File: src/rtl/result_uart_formatter_if.sv
// FIFO-pop and UART-send handshake bundle between the result FIFO, the formatter and the UART.
// The formatter uses master; the FIFO/UART side uses slave.
interface result_uart_formatter_if;
  logic        fifo_empty;
  logic        fifo_read;
  logic [55:0] fifo_data;
  logic        tx_ready;
  logic        tx_send;
  logic [7:0]  tx_data;

  modport master (
    input  fifo_empty, fifo_data, tx_ready,
    output fifo_read, tx_send, tx_data
  );

  modport slave (
    output fifo_empty, fifo_data, tx_ready,
    input  fifo_read, tx_send, tx_data
  );
endinterface

File: src/rtl/result_uart_formatter.sv
// Pops packed 8-char result records from the hash FIFO and streams them to the UART
// one byte at a time, terminated with CR LF.
//
// state    | meaning
// ---------+-------------------------------------------------------------
// IDLE     | waiting for a record in the FIFO while the UART is idle
// FETCH    | counting FIFO read latency, then latching the record
// SELECT   | picking the next char (or CR/LF); NUL chars may be skipped
// WAIT_RDY | holding tx_data until the UART reports ready, then send
// GAP      | one-cycle pause that lets the UART drop tx_ready
module result_uart_formatter #(
  parameter int FIFO_LATENCY = 1,
  parameter int SKIP_NUL     = 1,
  parameter int CNT_W        = 16
) (
  input  logic                    fpgaclk,
  input  logic                    reset,
  result_uart_formatter_if.master bus,
  output logic                    busy,
  output logic [CNT_W-1:0]        records_sent
);

  typedef enum logic [2:0] {
    IDLE,
    FETCH,
    SELECT,
    WAIT_RDY,
    GAP
  } state_t;

  state_t          state_q, state_d;
  logic [3:0]      idx_q, idx_d;
  logic [1:0]      lat_q, lat_d;
  logic [7:0][6:0] rec_q, rec_d;
  logic [7:0]      tx_data_q, tx_data_d;
  logic [CNT_W-1:0] cnt_q, cnt_d;
  logic            fifo_read_c;
  logic            tx_send_c;
  logic [6:0]      char_sel;

  assign char_sel = rec_q[idx_q[2:0]];

  always_ff @(posedge fpgaclk or posedge reset) begin
    if (reset) begin
      state_q   <= IDLE;
      idx_q     <= '0;
      lat_q     <= '0;
      rec_q     <= '0;
      tx_data_q <= '0;
      cnt_q     <= '0;
    end else begin
      state_q   <= state_d;
      idx_q     <= idx_d;
      lat_q     <= lat_d;
      rec_q     <= rec_d;
      tx_data_q <= tx_data_d;
      cnt_q     <= cnt_d;
    end
  end

  always_comb begin
    state_d     = state_q;
    idx_d       = idx_q;
    lat_d       = lat_q;
    rec_d       = rec_q;
    tx_data_d   = tx_data_q;
    cnt_d       = cnt_q;
    fifo_read_c = 1'b0;
    tx_send_c   = 1'b0;

    case (state_q)
      IDLE: begin
        if (!bus.fifo_empty && bus.tx_ready) begin
          fifo_read_c = 1'b1;
          lat_d       = 2'd1;
          state_d     = FETCH;
        end
      end

      FETCH: begin
        // fifo_empty is deliberately not looked at here: the pop already happened
        if (lat_q == 2'(FIFO_LATENCY)) begin
          rec_d   = bus.fifo_data;
          idx_d   = '0;
          state_d = SELECT;
        end else begin
          lat_d = lat_q + 2'd1;
        end
      end

      SELECT: begin
        if (idx_q == 4'd8) begin
          tx_data_d = 8'h0D;
          state_d   = WAIT_RDY;
        end else if (idx_q == 4'd9) begin
          tx_data_d = 8'h0A;
          state_d   = WAIT_RDY;
        end else if ((SKIP_NUL != 0) && (char_sel == 7'd0)) begin
          idx_d = idx_q + 4'd1;
        end else begin
          tx_data_d = {1'b0, char_sel};
          state_d   = WAIT_RDY;
        end
      end

      WAIT_RDY: begin
        if (bus.tx_ready) begin
          tx_send_c = 1'b1;
          state_d   = GAP;
        end
      end

      GAP: begin
        if (idx_q == 4'd9) begin
          idx_d   = '0;
          cnt_d   = cnt_q + CNT_W'(1);
          state_d = IDLE;
        end else begin
          idx_d   = idx_q + 4'd1;
          state_d = SELECT;
        end
      end

      default: state_d = IDLE;
    endcase
  end

  // Strobes are gated by reset so an abort kills them without waiting for a clock
  assign bus.fifo_read = fifo_read_c & ~reset;
  assign bus.tx_send   = tx_send_c & ~reset;
  assign bus.tx_data   = tx_data_q;
  assign busy          = (state_q != IDLE);
  assign records_sent  = cnt_q;

  a_no_double_send : assert property (@(posedge fpgaclk) disable iff (reset)
    bus.tx_send |=> !bus.tx_send);

  a_no_pop_while_busy : assert property (@(posedge fpgaclk) disable iff (reset)
    bus.fifo_read |-> !busy);

endmodule

File: src/flat_wrapper.sv
// flat-port wrapper written by rule: the top's interface ports become plain ports
module result_uart_formatter_flat 
#(
  parameter int FIFO_LATENCY = 1,
  parameter int SKIP_NUL     = 1,
  parameter int CNT_W        = 16
)
  (fpgaclk, reset, busy, records_sent, bus_fifo_empty, bus_fifo_data, bus_tx_ready, bus_fifo_read, bus_tx_send, bus_tx_data);
  result_uart_formatter_if bus_i ();
  input  logic fpgaclk;
  input  logic reset;
  output logic busy;
  output logic [CNT_W-1:0] records_sent;
  input wire logic [$bits(bus_i.fifo_empty)-1:0] bus_fifo_empty;
  input wire logic [$bits(bus_i.fifo_data)-1:0] bus_fifo_data;
  input wire logic [$bits(bus_i.tx_ready)-1:0] bus_tx_ready;
  output wire logic [$bits(bus_i.fifo_read)-1:0] bus_fifo_read;
  output wire logic [$bits(bus_i.tx_send)-1:0] bus_tx_send;
  output wire logic [$bits(bus_i.tx_data)-1:0] bus_tx_data;
  assign bus_i.fifo_empty = bus_fifo_empty;
  assign bus_i.fifo_data = bus_fifo_data;
  assign bus_i.tx_ready = bus_tx_ready;
  assign bus_fifo_read = bus_i.fifo_read;
  assign bus_tx_send = bus_i.tx_send;
  assign bus_tx_data = bus_i.tx_data;
  result_uart_formatter #(.FIFO_LATENCY(FIFO_LATENCY), .SKIP_NUL(SKIP_NUL), .CNT_W(CNT_W)) u_core (.fpgaclk(fpgaclk), .reset(reset), .bus(bus_i), .busy(busy), .records_sent(records_sent));
endmodule
File: config.mk
export PLATFORM = sky130hd
export DESIGN_NAME = result_uart_formatter_flat
export DESIGN_NICKNAME = d
export VERILOG_FILES = /design/src/rtl/result_uart_formatter_if.sv /design/src/rtl/result_uart_formatter.sv /design/src/flat_wrapper.sv
export SDC_FILE = /design/constraint.sdc
export NUM_CORES = 1
export LEC_CHECK = 0
export ABC_AREA = 1
export ABC_CLOCK_PERIOD_IN_PS = 3700
export CORE_MARGIN = 5
export CORE_UTILIZATION = 40
export DETAILED_ROUTE_END_ITERATION = 10
export MAX_ROUTING_LAYER = met4
export PLACE_DENSITY_LB_ADDON = 0.05
export SLEW_MARGIN = 30
export SYNTH_ARGS = -nofsm -noshare
export SYNTH_HDL_FRONTEND = slang
export SYNTH_SLANG_ARGS = --single-unit
File: constraint.sdc
create_clock -name fpgaclk -period 3.7 [get_ports fpgaclk]
set_clock_uncertainty 0.1 [all_clocks]
set_input_delay 0.74 -clock fpgaclk [delete_from_list [all_inputs] [get_ports fpgaclk]]
set_output_delay 0.74 -clock fpgaclk [all_outputs]
set_load 0.01 [all_outputs]
======== Yosys cells after proc, flatten, opt, wreduce, memory -nomap -nowiden ========
Cells that the tools add are included.
storage, ports and cells
  flip-flop bits (word level) ............. 89
  latch bits .............................. 0
  RAM bits ................................ 0
  memory bits (read-only) ................. 0
  input port bits ......................... 60
  output and inout bits ................... 27
  logic and storage cells ................. 75
  memories kept ........................... 0
cells by class
  $add $sub $neg .......................... 3
  multiply operators ...................... 0
  div/mod/pow operators ................... 0
  magnitude comparators ................... 1
  equal/unequal tests ..................... 16
  shift operators ......................... 0
  muxes and demuxes ....................... 26
  bitwise logic cells ..................... 3
  reduce and logical (&&, ||, !) cells .... 13
operator list
  kind                   number
  $mux 8                 3
  $bmux 7 s3             1
  $mux 4                 5
  $mux 3                 6
  $add 16x1->16 const B  1
  $pmux 3 s5             1
  $pmux 4 s3             1
  $eq 4x4->1 const B     2
  $ne 2x2->1 const B     4
  $logic_not 7->1        1
  $mux 7                 1
  $eq 3x2->1 const B     2
  $mux 2                 3
  $ne 2x1->1 const B     3
  $reduce_and 2->1       3
  $reduce_bool 3->1      2
  $reduce_and 5->1       1
  $add 4x1->4 const B    1
  $lt 3x4->1 const B     1
  $mux 1                 4
  $ne 4x2->1 const B     1
  $pmux 2 s2             1
  $reduce_and 4->1       1
  $eq 3x1->1 const B     1
  11 further kinds       12

======== Depth between registers and ports, before layout ========
  word-level depth ........................ 7
  depth in mapped cells ................... 13
  gate-level depth less buffers ........... 12

======== Least setup slack after synthesis ========
OpenSTA, ideal clock, no wires.
  path type ............................... input to output
  start point ............................. input port bus_tx_ready
  end point ............................... output port bus_fifo_read
  arrival time ............................ 1241 ps
  required time ........................... 2860 ps
  path slack .............................. 1619 ps
  stages on the path ...................... 2
  path buffers ............................ 0
  cells stage by stage .................... inv_1 -> nor4_1
between the ends
  word-level cells in the longest chain between the ends .. 4
ends and longest elaborated chain
  element            RTL line                      text
  from (decl)        flat_wrapper.sv:16            input wire logic [$bits(bus_i.tx_ready)-1:0] bus_tx_ready;
  $logic_and 1x1->1  result_uart_formatter.sv:73   if (!bus.fifo_empty && bus.tx_ready) begin
  $mux 1             result_uart_formatter.sv:73
  $mux 1             result_uart_formatter.sv:71   case (state_q)
  $and 1x1->1        result_uart_formatter.sv:129  assign bus.fifo_read = fifo_read_c & ~reset;
  to (decl)          flat_wrapper.sv:17            output wire logic [$bits(bus_i.fifo_read)-1:0] bus_fifo_read;
No other way between the ends.

======== Final worst setup path ========
Ends and elaborated chain as after synthesis.

==> results.ini <==
[sta]
max_slew_margin_pct = 45.66
period_share_pct = 80.48
finalCriticalPeriod_ns = 2.978
slew_viol_final = 0
finalSetupTns_ns = 0
worst_slew_pin_slew_ns = 0.8141
fmaxAchievable_mhz = 335.8
rsz0062_at_grt = false
setup_slack_ns = 0.7221
hold_viol_final = 0
setup_viol = 0

[floorplanning]
die_area_sq_mm = 0.01316
dieHeight_um = 114.7
core_area_sq_mm = 0.01079
initial_core_util_pct = 40.63
row_count = 38
io_pins = 87
die_x_um = 114.7

[detailed_routing]
ant_nets = 0
viasPerCell = 4.748
wl_mm = 10.55
drc_errors = 0
vias = 3718
drt_iter0_markers = 210
first_pass_iters = 4
wire_per_inst_um = 13.48

[yosys]
synth_common_cells = 185 x nand2_1, 88 x dfrtp_1, 64 x inv_1, 50 x o21ai_0, 48 x nand3_1
synth_seq_cells = 88
yosysTopAreaCellShare_pct = 50.21
synth_cells = 561
yosys.area.top_type = dfrtp_1
avgSynthCellArea_sq_um = 7.817
syn_nets = 626
syn_area_sq_mm = 0.004385
async_flop_share_pct = 100.0
synth_area_leaders = dfrtp_1 50%, nand2_1 16%, o21ai_0 5.7%, nand3_1 5.5%, inv_1 5.5%
yosysSeqAreaShare_pct = 50.21
yosys_warnings = 0
ys_types = 30
synth_enable_flop_cells = 0
yosysMostFrequentCell = nand2_1
ys.flop_type = dfrtp_1

[final_layout]
area.growth.synth_to_final_pct = 25.42
design_area_sq_mm = 0.005500
drive_above_1_share_pct = 6.221
nets = 705
antenna_cells = 0

[job]
cap_violations = 0

[worst_setup_path]
setup.worst_path.start = bus_tx_ready
critPathLaunchType = input port
cp-end-kind = output pin
timing.rr.start = u_core.idx_q[0]
path_class = in2out
crit_fanout = 4
required_ns = 2.86
crit_arrival_ns = 2.14
r2r_slack_ns = 0.98

[clock_tree]
clock_latency_ns = 0.36
cts_htree_levels = 3
cts_num_sinks = 88
cts_max_path_buffers = 2
post-cts-setup-buffers = 0
cts_tree = yes
numCtsBuffers = 9
path_clk_slew_ns = 0.08
cts_resized = 0
hold_buffers = 0
cts_root_buffer = clkbuf_8

[grt]
grt_pass1_vias = 3780
grt_pass1_wl_mm = 18.17
overflow = 0
grt_max_degree = 46
track_usage_pct = 17.75
antenna_found_initial = 0

[power_and_ir_drop]
ir_worst_vdd_mv = 0.2589
power_density_mw_per_mm2 = 700.2
p_leak_nw = 2.623

[place]
hpwlAfterDp_mm = 7.627
placed_cell_area_sq_mm = 0.005346
port_buffers = 85
place_congestion = 0.7985
pre_cts_slack_ns = 0.7216

[status]
status = completed

[worst_hold_path]
min_path_type = reg2reg
min_from = u_core.rec_q[27]

==> kinds of logic (layout without fill, tap and decap cells) <==
group / count (synthesis) / after routing / synth area share (%)
adder cells (fa/ha/maj): 5 / 5 / 1.427
AND/OR/NAND/NOR: 300 / 300 / 28.84
flip-flops: 88 / 88 / 50.21
XOR/XNOR: 15 / 15 / 2.996
AO/OA/AOI/OAI: 60 / 60 / 7.190
multiplexers: 2 / 2 / 0.5135
buffers and inverters: 90 / 172 / 8.730
other: 1 / 1 / 0.08551
==> power by group <==
group | total [mW] | switching [mW] | leakage, nW | internal [mW]
registers | 1.49 | 0.156 | 1.12 | 1.34
logic | 1.78 | 1.16 | 1.43 | 0.625
clock network | 0.578 | 0.323 | 0.0794 | 0.255
total | 3.85 | 1.63 | 2.62 | 2.22
==> cell type report <==
class / instances / area, sq um
fill: 1083 / 5293
sequential: 88 / 2202
multi-input combinational: 383 / 1808
timing repair buffer: 91 / 908.4
inverter: 67 / 252.7
tap: 140 / 175.2
clock buffer: 13 / 148.9
clock inverter: 1 / 5.005
==> critical path, stage by stage <==
cell and delay, ns:
clkdlybuf4s50_1 0.47, inv_1 0.08, nor4_1 0.26, clkdlybuf4s50_1 0.58
==> cell usage in the layout (no fill, tap or decap), drive strengths merged, types with 5 or more instances in the layout <==
cell	netlist	final
dfrtp	88	88
inv	67	66
nand2	191	191
buf	17	6
clkbuf	6	13
clkdlybuf4s50	0	85
nand3	50	50
ha	5	5
o21ai	56	56
xor2	9	9
nor2	49	49
xnor2	6	6
nand4	5	5
==> flip-flops by register name, indices dropped and copies added (netlist names) <==
register,count
u_core.lat_q,2
u_core.bus.tx_data,7
u_core.idx_q,4
u_core.records_sent,16
u_core.rec_q,56
u_core.state_q,3
==> routing by layer <==
layer	vias up	share of wire, %	global-route usage (%)
met5	-	0	-
met4	0	1.9	6.495
met3	17	4.7	3.013
met2	85	44	25.92
met1	1714	50	24.91
li1	1902	-	-
==> per-stage QoR <==
step	total power [mW]	cells	hold slack, ns	utilization (%)
2_1_floorplan	2.779	561	0.3366	-
3_3_place_gp	3.270	769	0.3505	49.54
3_5_place_dp	3.304	769	0.3563	49.54
4_1_cts	3.899	783	0.3752	50.96
5_1_grt	4.240	783	0.4002	50.96
6_report	3.851	783	0.3730	50.96
==> final timing paths <==
path                                               to  cells after the start
worst max-delay path                    bus_fifo_read                      4
worst min-delay path                 u_core.rec_q[27]                      2
worst max register to register  u_core.bus.tx_data[0]                     10
max in group asynchronous            u_core.rec_q[53]                      3
min in group asynchronous             u_core.lat_q[1]                      2
worst min register to register       u_core.rec_q[27]                      2
No activity file was read; power rests on OpenSTA's default activity.
